==> src/rtl/rom_loader_pkg.sv <==
// Shared types and constants for the RISC OS ROM loader: halfword lane masks,
// Wishbone writer states and the buffered-word record.
package rom_loader_pkg;

  localparam logic [3:0] MASK_LO   = 4'b0011;
  localparam logic [3:0] MASK_HI   = 4'b1100;
  localparam logic [3:0] MASK_FULL = 4'b1111;

  typedef enum logic [1:0] {
    IDLE,
    REQ,
    ERR
  } wb_state_t;

  typedef struct packed {
    logic [25:0] addr;
    logic [31:0] data;
    logic [3:0]  mask;
  } half_t;

endpackage

==> src/rtl/wb_single_writer.sv <==
// Single-entry write buffer feeding one Wishbone write at a time, with an
// ack timeout that parks the writer in ERR until the next download starts.
module wb_single_writer
  import rom_loader_pkg::*;
#(
  parameter int ACK_TIMEOUT = 255
) (
  input  logic        clk_sys,
  input  logic        reset,
  input  logic        start,
  input  logic        load,
  input  half_t       load_half,
  output logic        w_valid,
  output logic        w_ready,
  output logic        idle,
  output logic        wb_cyc,
  output logic        wb_stb,
  output logic        wb_we,
  output logic [3:0]  wb_sel,
  output logic [25:0] wb_adr,
  output logic [31:0] wb_dat_o,
  input  logic        wb_ack,
  output logic        err,
  output logic [21:0] words_written
);

  localparam int TW = $clog2(ACK_TIMEOUT + 1);

  wb_state_t   state_reg, state_next;
  logic [TW-1:0] timer_reg;
  half_t       w_reg;
  logic        w_valid_reg;
  logic        err_reg;
  logic [21:0] words_reg;
  logic        ack_accept;
  logic        timeout;
  logic        in_req;

  always_comb begin
    state_next = state_reg;
    ack_accept = 1'b0;
    timeout    = 1'b0;
    case (state_reg)
      IDLE: if (w_valid_reg) state_next = REQ;
      REQ: begin
        if (wb_ack) begin
          state_next = IDLE;
          ack_accept = 1'b1;
        end else if (timer_reg == TW'(ACK_TIMEOUT)) begin
          state_next = ERR;
          timeout    = 1'b1;
        end
      end
      ERR: state_next = ERR;
      default: state_next = IDLE;
    endcase
    // A new download always restarts the writer, including out of ERR.
    if (start) state_next = IDLE;
  end

  // An ack frees the buffer in the same cycle, so a new word may be loaded then.
  assign w_ready = !w_valid_reg || ack_accept;

  always_ff @(posedge clk_sys) begin
    if (reset) begin
      state_reg   <= IDLE;
      timer_reg   <= '0;
      w_reg       <= '0;
      w_valid_reg <= 1'b0;
      err_reg     <= 1'b0;
      words_reg   <= '0;
    end else begin
      state_reg <= state_next;
      timer_reg <= (state_reg == REQ && state_next == REQ) ? timer_reg + 1'b1 : '0;
      if (start) begin
        w_valid_reg <= 1'b0;
        err_reg     <= 1'b0;
        words_reg   <= '0;
      end else begin
        if (load && w_ready && state_reg != ERR) begin
          w_reg       <= load_half;
          w_valid_reg <= 1'b1;
        end else if (ack_accept || timeout) begin
          w_valid_reg <= 1'b0;
        end
        if (timeout) err_reg <= 1'b1;
        if (ack_accept && words_reg != '1) words_reg <= words_reg + 1'b1;
      end
    end
  end

  assign in_req        = (state_reg == REQ);
  assign wb_cyc        = in_req;
  assign wb_stb        = in_req;
  assign wb_we         = in_req;
  assign wb_sel        = in_req ? w_reg.mask : 4'b0000;
  assign wb_adr        = in_req ? w_reg.addr : 26'd0;
  assign wb_dat_o      = in_req ? w_reg.data : 32'd0;
  assign w_valid       = w_valid_reg;
  assign idle          = (state_reg == IDLE);
  assign err           = err_reg;
  assign words_written = words_reg;

endmodule

==> src/rtl/rom_loader_wb.sv <==
// Packs the HPS 16-bit ioctl ROM download into 32-bit Wishbone writes,
// back-pressuring the HPS while both the assembly and write buffers are full.
module rom_loader_wb
  import rom_loader_pkg::*;
#(
  parameter logic [7:0]  ROM_INDEX   = 8'd1,
  parameter logic [25:0] BASE_ADDR   = 26'h0400000,
  parameter int          ACK_TIMEOUT = 255
) (
  input  logic        clk_sys,
  input  logic        reset,
  input  logic        ioctl_download,
  input  logic [7:0]  ioctl_index,
  input  logic        ioctl_wr,
  input  logic [24:0] ioctl_addr,
  input  logic [15:0] ioctl_dout,
  output logic        ioctl_wait,
  output logic        wb_cyc,
  output logic        wb_stb,
  output logic        wb_we,
  output logic [3:0]  wb_sel,
  output logic [25:0] wb_adr,
  output logic [31:0] wb_dat_o,
  input  logic        wb_ack,
  output logic        owns_bus,
  output logic        done,
  output logic        err,
  output logic [21:0] words_written
);

  logic        active;
  logic        active_prev_reg;
  logic        start;
  logic        wr_ok;
  half_t       a_reg, a_next;
  logic        a_valid_reg, a_valid_next;
  logic        got_wr_reg, got_wr_next;
  logic        done_reg, done_next;
  half_t       in_half;
  logic        w_load;
  logic        w_valid;
  logic        w_ready;
  logic        w_idle;
  logic        unused_addr_bits;

  assign active = ioctl_download && (ioctl_index == ROM_INDEX);
  assign start  = active && !active_prev_reg;
  assign wr_ok  = ioctl_wr && active && !err;

  // Bit 0 selects a byte inside the halfword and bit 24 lies beyond the ROM window.
  assign unused_addr_bits = ^{ioctl_addr[24], ioctl_addr[0]};

  always_comb begin
    in_half.addr = BASE_ADDR + {2'b00, ioctl_addr[23:2], 2'b00};
    in_half.mask = ioctl_addr[1] ? MASK_HI : MASK_LO;
    in_half.data = ioctl_addr[1] ? {ioctl_dout, 16'h0000} : {16'h0000, ioctl_dout};

    a_next       = a_reg;
    a_valid_next = a_valid_reg && !start;
    got_wr_next  = got_wr_reg && !start;
    w_load       = 1'b0;

    if (wr_ok) begin
      got_wr_next = 1'b1;
      if (a_valid_next && a_reg.addr == in_half.addr) begin
        a_next.mask = a_reg.mask | in_half.mask;
        if (ioctl_addr[1]) a_next.data[31:16] = ioctl_dout;
        else               a_next.data[15:0]  = ioctl_dout;
      end else begin
        // A different word retires the current assembly as a partial write.
        w_load       = a_valid_next;
        a_next       = in_half;
        a_valid_next = 1'b1;
      end
    end else if (a_valid_next && (a_reg.mask == MASK_FULL || !active) && w_ready) begin
      w_load       = 1'b1;
      a_valid_next = 1'b0;
    end

    done_next = !active && got_wr_reg && !a_valid_reg && !w_valid && w_idle;
    if (done_next) got_wr_next = 1'b0;
  end

  always_ff @(posedge clk_sys) begin
    if (reset) begin
      active_prev_reg <= 1'b0;
      a_reg           <= '0;
      a_valid_reg     <= 1'b0;
      got_wr_reg      <= 1'b0;
      done_reg        <= 1'b0;
    end else begin
      active_prev_reg <= active;
      a_reg           <= a_next;
      a_valid_reg     <= a_valid_next;
      got_wr_reg      <= got_wr_next;
      done_reg        <= done_next;
    end
  end

  wb_single_writer #(
    .ACK_TIMEOUT (ACK_TIMEOUT)
  ) u_writer (
    .clk_sys       (clk_sys),
    .reset         (reset),
    .start         (start),
    .load          (w_load),
    .load_half     (a_reg),
    .w_valid       (w_valid),
    .w_ready       (w_ready),
    .idle          (w_idle),
    .wb_cyc        (wb_cyc),
    .wb_stb        (wb_stb),
    .wb_we         (wb_we),
    .wb_sel        (wb_sel),
    .wb_adr        (wb_adr),
    .wb_dat_o      (wb_dat_o),
    .wb_ack        (wb_ack),
    .err           (err),
    .words_written (words_written)
  );

  assign ioctl_wait = a_valid_reg && w_valid;
  assign owns_bus   = active && !reset;
  assign done       = done_reg;

endmodule

==> config.mk <==
export PLATFORM = sky130hd
export DESIGN_NAME = rom_loader_wb
export DESIGN_NICKNAME = d
export VERILOG_FILES = /design/src/rtl/rom_loader_pkg.sv /design/src/rtl/wb_single_writer.sv /design/src/rtl/rom_loader_wb.sv
export SDC_FILE = /design/constraint.sdc
export NUM_CORES = 1
export LEC_CHECK = 0
export CELL_PAD_IN_SITES_DETAIL_PLACEMENT = 1
export CELL_PAD_IN_SITES_GLOBAL_PLACEMENT = 1
export CORE_MARGIN = 2
export CORE_UTILIZATION = 40
export DETAILED_ROUTE_END_ITERATION = 10
export GPL_TIMING_DRIVEN = 0
export PLACE_DENSITY_LB_ADDON = 0.1
export REMOVE_ABC_BUFFERS = 1
export SLEW_MARGIN = 20
export SYNTH_ARGS = -nofsm -noshare
export SYNTH_HDL_FRONTEND = slang
export SYNTH_SLANG_ARGS = --single-unit
==> constraint.sdc <==
create_clock -name clk_sys -period 2.6 [get_ports clk_sys]
set_input_delay 0.52 -clock clk_sys [delete_from_list [all_inputs] [get_ports clk_sys]]
set_output_delay 0.52 -clock clk_sys [all_outputs]
set_load 0.01 [all_outputs]
==> impl_metrics.toml, run 1 <==
[floorplanning]
floorplan.initialDensity_pct = 41.0
design.portCount = 145
fp.dieH_um = 140
design.die.area_mm2 = 0.0196
core_region_area_mm2 = 0.0181
placementRows = 49
die_width_um = 140

[place]
place.port_buffers = 139
pre_cts_slack_ps = -999
gp_congestion = 0.749
dp_hpwl_um = 12800

[setup_path]
cp_slowest_stage_delay_ps = 480
worstSetupEndpointType = "flop"
crit_path_cell_trace = "clkdlybuf4s50_1 > ha_1 > xnor2_1 > nand3_1 > nor4b_4 > a21boi_4 > buf_12 > buf_16 > o31ai_1"
timing.critical_path.buf_inv = 3
reg2reg_depth = 5
worstSetupStartpointType = "primary input"
cp_data_required_time_ps = 2920
r2r_setup_slack_ps = 390
worst_path_max_delay_cell = "clkdlybuf4s50_1"
crit-reg2reg-launch = "u_writer.words_written[12]$_SDFFE_PP0P_"
timing.rr.end = "u_writer.words_written[15]$_SDFFE_PP0P_"
timing_worst_setup_path_type = "in2reg"
critPathMaxFanout = 24
timing.critical_path.arrival_ps = 2850
cp_top_family = "buffers and inverters"

[clocking]
clk-insertion-delay-late_ps = 430
clockRootBuffer = "clkbuf_16"
clk_pin_slew_ps = 60
cts.htree.levels = 4
cts_tree = "built"
inserted_clock_buffers = 17
holdBufCountCts = 0
cts_num_sinks = 156
cts_max_path_buffers = 2

[timing]
grt_setup_unrepaired = "yes"
report.final.slew_viol_count = 0
fin_setup_tns_ps = 0
min_period_over_period_pct = 97.0
worst_slew_margin_rel_pct = 40.3
min_period_ps = 2520
final.setup_skew_ps = 10.4
post-route-worst-setup-slack_ps = 77.7
final_hold_viol_count = 0
setup_viol_count_final = 0
worst-slew-pin-transition_ps = 891
achievable-frequency_ghz = 0.396

[worst_hold_path]
timing.hold.worst_endpoint = "active_prev_reg$_SDFF_PP0_"
hold-path-cell-count = 2
worst_hold_startpoint = "reset"
worstHoldPathType = "in2reg"

[pwr]
power-per-cell-area_mw_per_mm2 = 552
fin_total_pwr_uw = 5420
power.static_leakage_uw = 0.00373
vdd_drop_max_mv = 0.477

[global_routing]
grt_first_pass_wirelength_um = 32400
grt_usage_pct = 20.6
grt_overflow_total = 0
grt_max_degree = 131
antenna_found_initial = 0
grt_pass1_vias = 6361

[yosys]
synth-seq-cells = 156
synth_area_leaders = "dfxtp_1 (42%), nand2b_1 (13%), mux2i_1 (11%)"
post-synth-top-area-cell = "dfxtp_1"
post_synth_most_frequent_cells = "nand2b_1 (159), dfxtp_1 (156), mux2i_1 (83), and2_1 (63), clkbuf_1 (31)"
number_of_distinct_library_cells_after_synthesis = 49
synth-edff-count = 0
syn_inst = 790
yosys_most_used_dff = "dfxtp_1"
synth_most_common_cell = "nand2b_1"
synth_area_per_cell_um2 = 9.38
synthesis.yosys.warnings = 0
synthDominantCellAreaShare_pct = 42.1
synth_seq_area_share_pct = 42.1
synth_area_mm2 = 0.00741
synthArstFlopShare_pct = 0

[routing]
ant_nets = 0
first_iter_violations = 215
drt_wl_total_um = 19900
route.vias.total = 5986
avgRoutedWirePerCell_um = 17.3
detail_route.vias_per_cell = 5.18
route.detailed.drc = 10
drt-pass1-iter-count = 9

[final_layout]
area.growth.synth_to_final_pct = 32.5
final.fill_count = 1988
n_antenna_cell = 0
final_nets = 972
final_layout_size_suffix_gt1_share_pct = 7.87
final_util_pct = 54.3

[run_status]
violations = "design-rule violations"
outcome = "complete, but fails checks"

[flow_run]
maxCapViolCount = 0
-- per-layer routing --
metal | track usage (%) | vias up | share of wire [%]
li1 | - | 2930 | -
met1 | 24.3 | 2933 | 43
met2 | 37.2 | 107 | 51
met3 | 4.68 | 16 | 4.1
met4 | 6.11 | 0 | 1.1
met5 | 0 | - | 0
-- cells in the final DEF, fill, tap and decap left out, types with 3 or more instances in the layout --
master           instances
inv_1                   15
buf_12                   3
or3_1                   21
clkinvlp_4               4
nand2_1                 19
nor4_1                   4
and2_1                  62
mux2i_1                 83
nor2b_1                  4
buf_4                   10
nand2b_1               156
and3_1                   4
xor2_1                   5
or4_1                    3
nand3_1                 19
xnor2_1                 30
o32ai_1                 12
nor2_1                  25
bufinv_16                6
nand3b_1                 3
nand4_1                  8
buf_16                   4
a21oi_1                 18
or2_2                    3
clkbuf_16               17
nor3_1                   3
o21ai_0                 12
o31ai_1                 17
o211ai_1                 3
o22ai_1                  6
dfxtp_1                154
clkdlybuf4s50_1        136
conb_1                   3
and4_1                   5
ha_1                     3
a31oi_1                  6
-- metrics by stage --
| stage | cell area [um^2] | hold WS, ps | instances |
|---|---|---|---|
| 6_report | 9820 | 432 | 1156 |
| 3_3_place_gp | 8770 | 429 | 1105 |
| 5_1_grt | 9820 | 453 | 1156 |
| 3_5_place_dp | 8920 | 456 | 1110 |
| 4_1_cts | 9770 | 430 | 1153 |
| 2_1_floorplan | 7090 | 418 | 737 |
-- worst reg2reg max path, delay by kind of cell (launching register included) --
family	cells	cell delay, ps
AOI/OAI and AO/OA	3	1070
DFF	1	410
and+or+nand+nor	2	650
-- cell type report --
type	count	area, um^2	share of cell area, %
multi-input combinational	566	4010	40.8
sequential	156	3130	31.8
timing repair buffer	157	1670	17.0
clock buffer	19	433	4.41
tap	229	287	2.92
clock inverter	12	220	2.24
inverter	16	67.6	0.688
timing repair inverter	1	6.26	0.0637
-- power breakdown --
| group | switching (uW) | internal [uW] | total [uW] | leakage (uW) |
|---|---|---|---|---|
| combinational | 99.7 | 132 | 232 | 0.00217 |
| clock | 1010 | 1790 | 2800 | 0.000305 |
| sequential | 0.310 | 2390 | 2390 | 0.00126 |
-- worst max path at each step --
| stage | startpoint | end | slack (ps) | cells past startpoint |
|---|---|---|---|---|
| floorplan | ioctl_index[1] | a_reg[15]$_SDFFE_PP0P_ | -1960 | 5 |
| global placement | ioctl_index[2] | a_reg[16]$_SDFFE_PP0P_ | -4470 | 5 |
| detailed placement | ioctl_addr[22] | u_writer.w_reg[24]$_SDFFE_PP0P_ | -1000 | 8 |
| CTS | u_writer.state_reg[1]$_SDFF_PP0_ | wb_dat_o[11] | 0.9 | 5 |
| global route | ioctl_addr[22] | a_reg[32]$_SDFFE_PP0P_ | -40 | 9 |
| finish | ioctl_addr[22] | a_reg[30]$_SDFFE_PP0P_ | 80 | 9 |
-- cell families after synthesis --
kind of cell / count (synthesis) / share of synthesized area (%)
simple gates: 355 / 28.8
flops: 156 / 42.1
compound gates: 86 / 7.85
mux: 83 / 11.2
buf+inv: 71 / 5.25
xor+xnor: 35 / 4.14
fa+ha+maj: 3 / 0.507
other cells: 1 / 0.0506
-- what timing repair did --
item	4_1_cts	5_1_grt
pin swaps	3	1
resized for setup	16	6
setup buffers	9	3
endpoints found under the setup margin	178	103
cloned	3	0
endpoints found under the hold margin	0	0
(Power assumes the default switching activity.)
==> inputs of run 2 (changes only) <==
Settings changed: GPL_TIMING_DRIVEN 0 to 1.
==> impl_metrics.toml, run 2 (synthesis results as in run 1) <==
[timing]
min_period_ps = 2510
grt_setup_unrepaired = "no"
achievable-frequency_ghz = 0.399
final_hold_viol_count = 0
hold_slack_ps = 345
worst_slew_margin_rel_pct = 50.6
report.final.slew_viol_count = 0
final.setup_skew_ps = 9.11
setup_viol_count_final = 0
worst-slew-pin-transition_ps = 740
min_period_over_period_pct = 96.5

[setup_path]
worstSetupEndpointType = "primary output"
worstSetupStartpointType = "flop"
reg2reg_depth = 5
cp_data_required_time_ps = 2080
timing_worst_setup_path_type = "reg2out"
critPathMaxFanout = 27
timing.critical_path.arrival_ps = 1990

[pwr]
seq_pwr_share_pct = 43.5
power.static_leakage_uw = 0.00377
vdd_drop_max_mv = 0.482
power-per-cell-area_mw_per_mm2 = 558
power.switching_fraction_pct = 20.8
p_int_uw = 4360
power.share.combinational_pct = 4.3
fin_total_pwr_uw = 5500
clock_power_share_pct = 52.2
power.switching_uw = 1140

[run_status]
outcome = "complete, but fails checks"
violations = "design-rule violations"

[routing]
drt_wl_total_um = 19700
first_iter_violations = 233
route.vias.total = 5993
detail_route.vias_per_cell = 5.11
ant_nets = 0
avgRoutedWirePerCell_um = 16.8
drt-pass1-iter-count = 9
route.detailed.drc = 10

[clocking]
cts.htree.levels = 4
clk_pin_slew_ps = 60
inserted_clock_buffers = 17
clk-insertion-delay-late_ps = 430
cts_max_path_buffers = 2
cts_tree = "built"
cts_num_sinks = 156
clockRootBuffer = "clkbuf_16"

[floorplanning]
die_width_um = 140
design.portCount = 145
core_region_area_mm2 = 0.0181
design.die.area_mm2 = 0.0196
placementRows = 49
floorplan.initialDensity_pct = 41.0
fp.dieH_um = 140

[global_routing]
grt_overflow_total = 0
grt_usage_pct = 20.8
grt_max_degree = 176
antenna_found_initial = 0
grt_pass1_vias = 6573
grt_first_pass_wirelength_um = 32900

[place]
placedInstanceArea_mm2 = 0.00911
gp_congestion = 0.779
place.port_buffers = 139
dp_hpwl_um = 13300

[worst_hold_path]
worstHoldPathType = "in2reg"
hold-path-cell-count = 2

[final_layout]
n_antenna_cell = 0
area.growth.synth_to_final_pct = 33.0
final_common_cell = "nand2b_1"
mostFrequentLayoutCells = "nand2b_1 (158), dfxtp_1 (154), clkdlybuf4s50_1 (136)"
final_layout_size_suffix_gt1_share_pct = 8.70
final_util_pct = 54.5
final_nets = 987
finalInstanceArea_mm2 = 0.00985

[flow_run]
maxCapViolCount = 0
## run 2: what timing repair did
item                       in CTS  in global routing
pin swaps                       2                  0
hold buffers                    0                  0
gates resized for setup         5                  2
setup endpoints to repair      52                 24
cloned                          1                  0
setup buffers                   2                  0
## run 2: cell type report
| type | instances | area [um^2] |
|---|---|---|
| Sequential cell | 156 | 3130 |
| Clock buffer | 18 | 439 |
| Fill cell | 2017 | 8230 |
| Inverter | 16 | 61.3 |
| Tap cell | 229 | 287 |
| Clock inverter | 14 | 241 |
| Multi-Input combinational cell | 565 | 3940 |
| Timing Repair Buffer | 174 | 1760 |
## run 2: stage by stage
step	setup WS (ps)	setup TNS [ps]	instances
after floorplan	-1960	-167910	737
after global placement	-145	-8640	1137
after detailed placement	-210	-11220	1137
after CTS	10.9	0	1172
after global routing	8.23	0	1172
final	92.2	0	1172
## run 2: routing by layer
layer	routed length [um]	vias up	global-route usage [%]	share of wire, %
met3	804	24	5.20	4.1
li1	-	2965	-	-
met5	0	-	0	0
met2	9850	107	36.4	50
met4	325	0	7.34	1.6
met1	8720	2897	24.8	44
## run 2: power by group through the flow
stage               clock network [uW]  registers [uW]  logic (uW)
global placement                     0            2440         228
global route                      3050            2390         256
detailed placement                   0            2440         236
floorplan                            0            2440        84.3
CTS                               2940            2390         240
finish                            2870            2390         236
## run 2: worst paths after layout
path / start / end / slack (ps)
hold / removal: reset / done$_SDFF_PP0_ / 350
hold reg to reg: u_writer.timer_reg[0]$_SDFF_PP0_ / u_writer.timer_reg[0]$_SDFF_PP0_ / 450
setup reg to reg: u_writer.words_written[2]$_SDFFE_PP0P_ / u_writer.words_written[15]$_SDFFE_PP0P_ / 510
setup / recovery: u_writer.state_reg[1]$_SDFF_PP0_ / wb_sel[2] / 90
## run 2: critical path, stage by stage, from the launching register on
cell	delay [ps]
dfxtp_2	350
nand2b_4	160
clkinv_2	120
buf_12	190
and2_1	190
clkdlybuf4s50_1	550
==> inputs of run 3 (changes only) <==
Settings changed: SETUP_SLACK_MARGIN set to 0.5.
==> impl_metrics.toml, run 3 (synthesis results as in run 1) <==
[routing]
route.vias.total = 6506
avgRoutedWirePerCell_um = 21.2
first_iter_violations = 281
drt_wl_total_um = 26000
ant_nets = 0
detail_route.vias_per_cell = 5.32
drt-pass1-iter-count = 9
route.detailed.drc = 10

[setup_path]
timing.critical_path.buf_inv = 4
cp_data_required_time_ps = 2940
crit_path_cell_trace = "clkdlybuf4s15_1 > xnor2_2 > nand4_1 > nor4_2 > buf_4 > a31o_4 > buf_6 > buf_12 > mux2i_1"
worstSetupStartpointType = "primary input"
timing_worst_setup_path_type = "in2reg"
worst_path_max_delay_cell = "nor4_2"
critPathMaxFanout = 5
startpoint = "ioctl_addr[11]"
cp_top_family = "buffers and inverters"
cp_slowest_stage_delay_ps = 370
crit-reg2reg-launch = "a_reg[47]$_SDFFE_PP0P_"
worstSetupEndpointType = "flop"
timing.critical_path.arrival_ps = 2610

[flow_run]
maxCapViolCount = 0

[global_routing]
grt_first_pass_wirelength_um = 38000
antenna_found_initial = 0
grt_max_degree = 176
grt_pass1_vias = 7051
grt_overflow_total = 0
grt_usage_pct = 24.6

[place]
placedInstanceArea_mm2 = 0.00911
dp_hpwl_um = 13300
place.port_buffers = 139
pre_cts_slack_ps = -210
gp_congestion = 0.779

[clocking]
cts.htree.levels = 4
cts_num_sinks = 156
cts_max_path_buffers = 2
cts_tree = "built"
clockRootBuffer = "clkbuf_16"
inserted_clock_buffers = 17
clk-insertion-delay-late_ps = 430
clk_pin_slew_ps = 70
holdBufCountCts = 0

[timing]
achievable-frequency_ghz = 0.441
hold_slack_ps = 340
worst-slew-pin-transition_ps = 682
setup_viol_count_final = 0
grt_setup_unrepaired = "yes"
post-route-worst-setup-slack_ps = 335
report.final.slew_viol_count = 0
final.setup_skew_ps = 9.84
fin_setup_tns_ps = 0
worst_slew_margin_rel_pct = 54.5
min_period_over_period_pct = 87.1
min_period_ps = 2270
final_hold_viol_count = 0

[worst_hold_path]
worstHoldPathType = "in2reg"
worst_hold_startpoint = "reset"

[final_layout]
final_layout_size_suffix_gt1_share_pct = 29.0
mostFrequentLayoutCells = "nand2b_1 (158), dfxtp_1 (149), mux2i_1 (76)"
n_antenna_cell = 0
area.growth.synth_to_final_pct = 51.3
final_nets = 1038
final_util_pct = 62.0
final.fill_count = 1942
finalInstanceArea_mm2 = 0.0112
regArea_mm2 = 0.00314
area_of_the_multi_input_gates_mm2 = 0.00455
final_common_cell = "nand2b_1"

[pwr]
power.static_leakage_uw = 0.00456
vdd_drop_max_mv = 0.478
power-per-cell-area_mw_per_mm2 = 497

[floorplanning]
floorplan.initialDensity_pct = 41.0
design.portCount = 145
placementRows = 49
core_region_area_mm2 = 0.0181
die_width_um = 140
fp.dieH_um = 140
design.die.area_mm2 = 0.0196

[run_status]
violations = "design-rule violations"
outcome = "complete, but fails checks"
run 3: cell count changes in the layout (fill, tap and decap cells not counted), sizes merged:
cell and delta:
bufbuf +1, clkdlybuf4s15 +7, buf +95, dlymetal6s2s +1
clkdlybuf4s50 -92, dlygate4sd2 +24, clkbuf +15
run 3: area by class of cell:
type	instances	area share [%]
Multi-Input combinational cell	565	40.5
Sequential cell	156	28.0
Timing Repair Buffer	225	22.2
Clock buffer	18	3.92
Tap cell	229	2.56
Clock inverter	14	2.15
Inverter	16	0.647
run 3: path summary, 6_finish.rpt:
kind                                    endpoint  slack, ps  depth (start not counted)
setup / recovery  u_writer.w_reg[0]$_SDFFE_PP0P_        330                          9
hold / removal                   done$_SDFF_PP0_        340                          2
setup reg to reg  u_writer.w_reg[0]$_SDFFE_PP0P_        400                          8
hold reg to reg                  done$_SDFF_PP0_        470                          2
run 3: report_power, final:
group	switching, uW	internal (uW)	total [uW]
logic	123	133	256
clock network	1090	1830	2920
registers	0.362	2390	2390
run 3: repair_timing:
action                     in CTS  in global routing
gates cloned                   14                  4
setup endpoints to repair     191                167
resized for setup             291                172
buffers inserted               20                 16
pin swaps                      28                 45
run 3: worst register-to-register path, delay by kind of cell (launching register included):
kind | cells | cell delay (ps)
AO/OA/AOI/OAI | 1 | 260
AND/OR/NAND/NOR | 2 | 610
XOR/XNOR | 1 | 150
buffers and inverters | 3 | 510
multiplexers | 1 | 240
flip-flops | 1 | 340
run 3: layer usage:
metal / wire length [um] / track usage, % / vias up
li1: - / - / 3083
met1: 10700 / 29.4 / 3238
met2: 13700 / 43.4 / 150
met3: 1040 / 5.61 / 35
met4: 504 / 8.51 / 0
met5: 0 / 0 / -
run 3: stage by stage:
stage	std cells	power, uW
final	1223	5570
after global routing	1223	5730
after CTS	1203	5570
after detailed placement	1137	2680
after global placement	1137	2670
after floorplan	737	2530
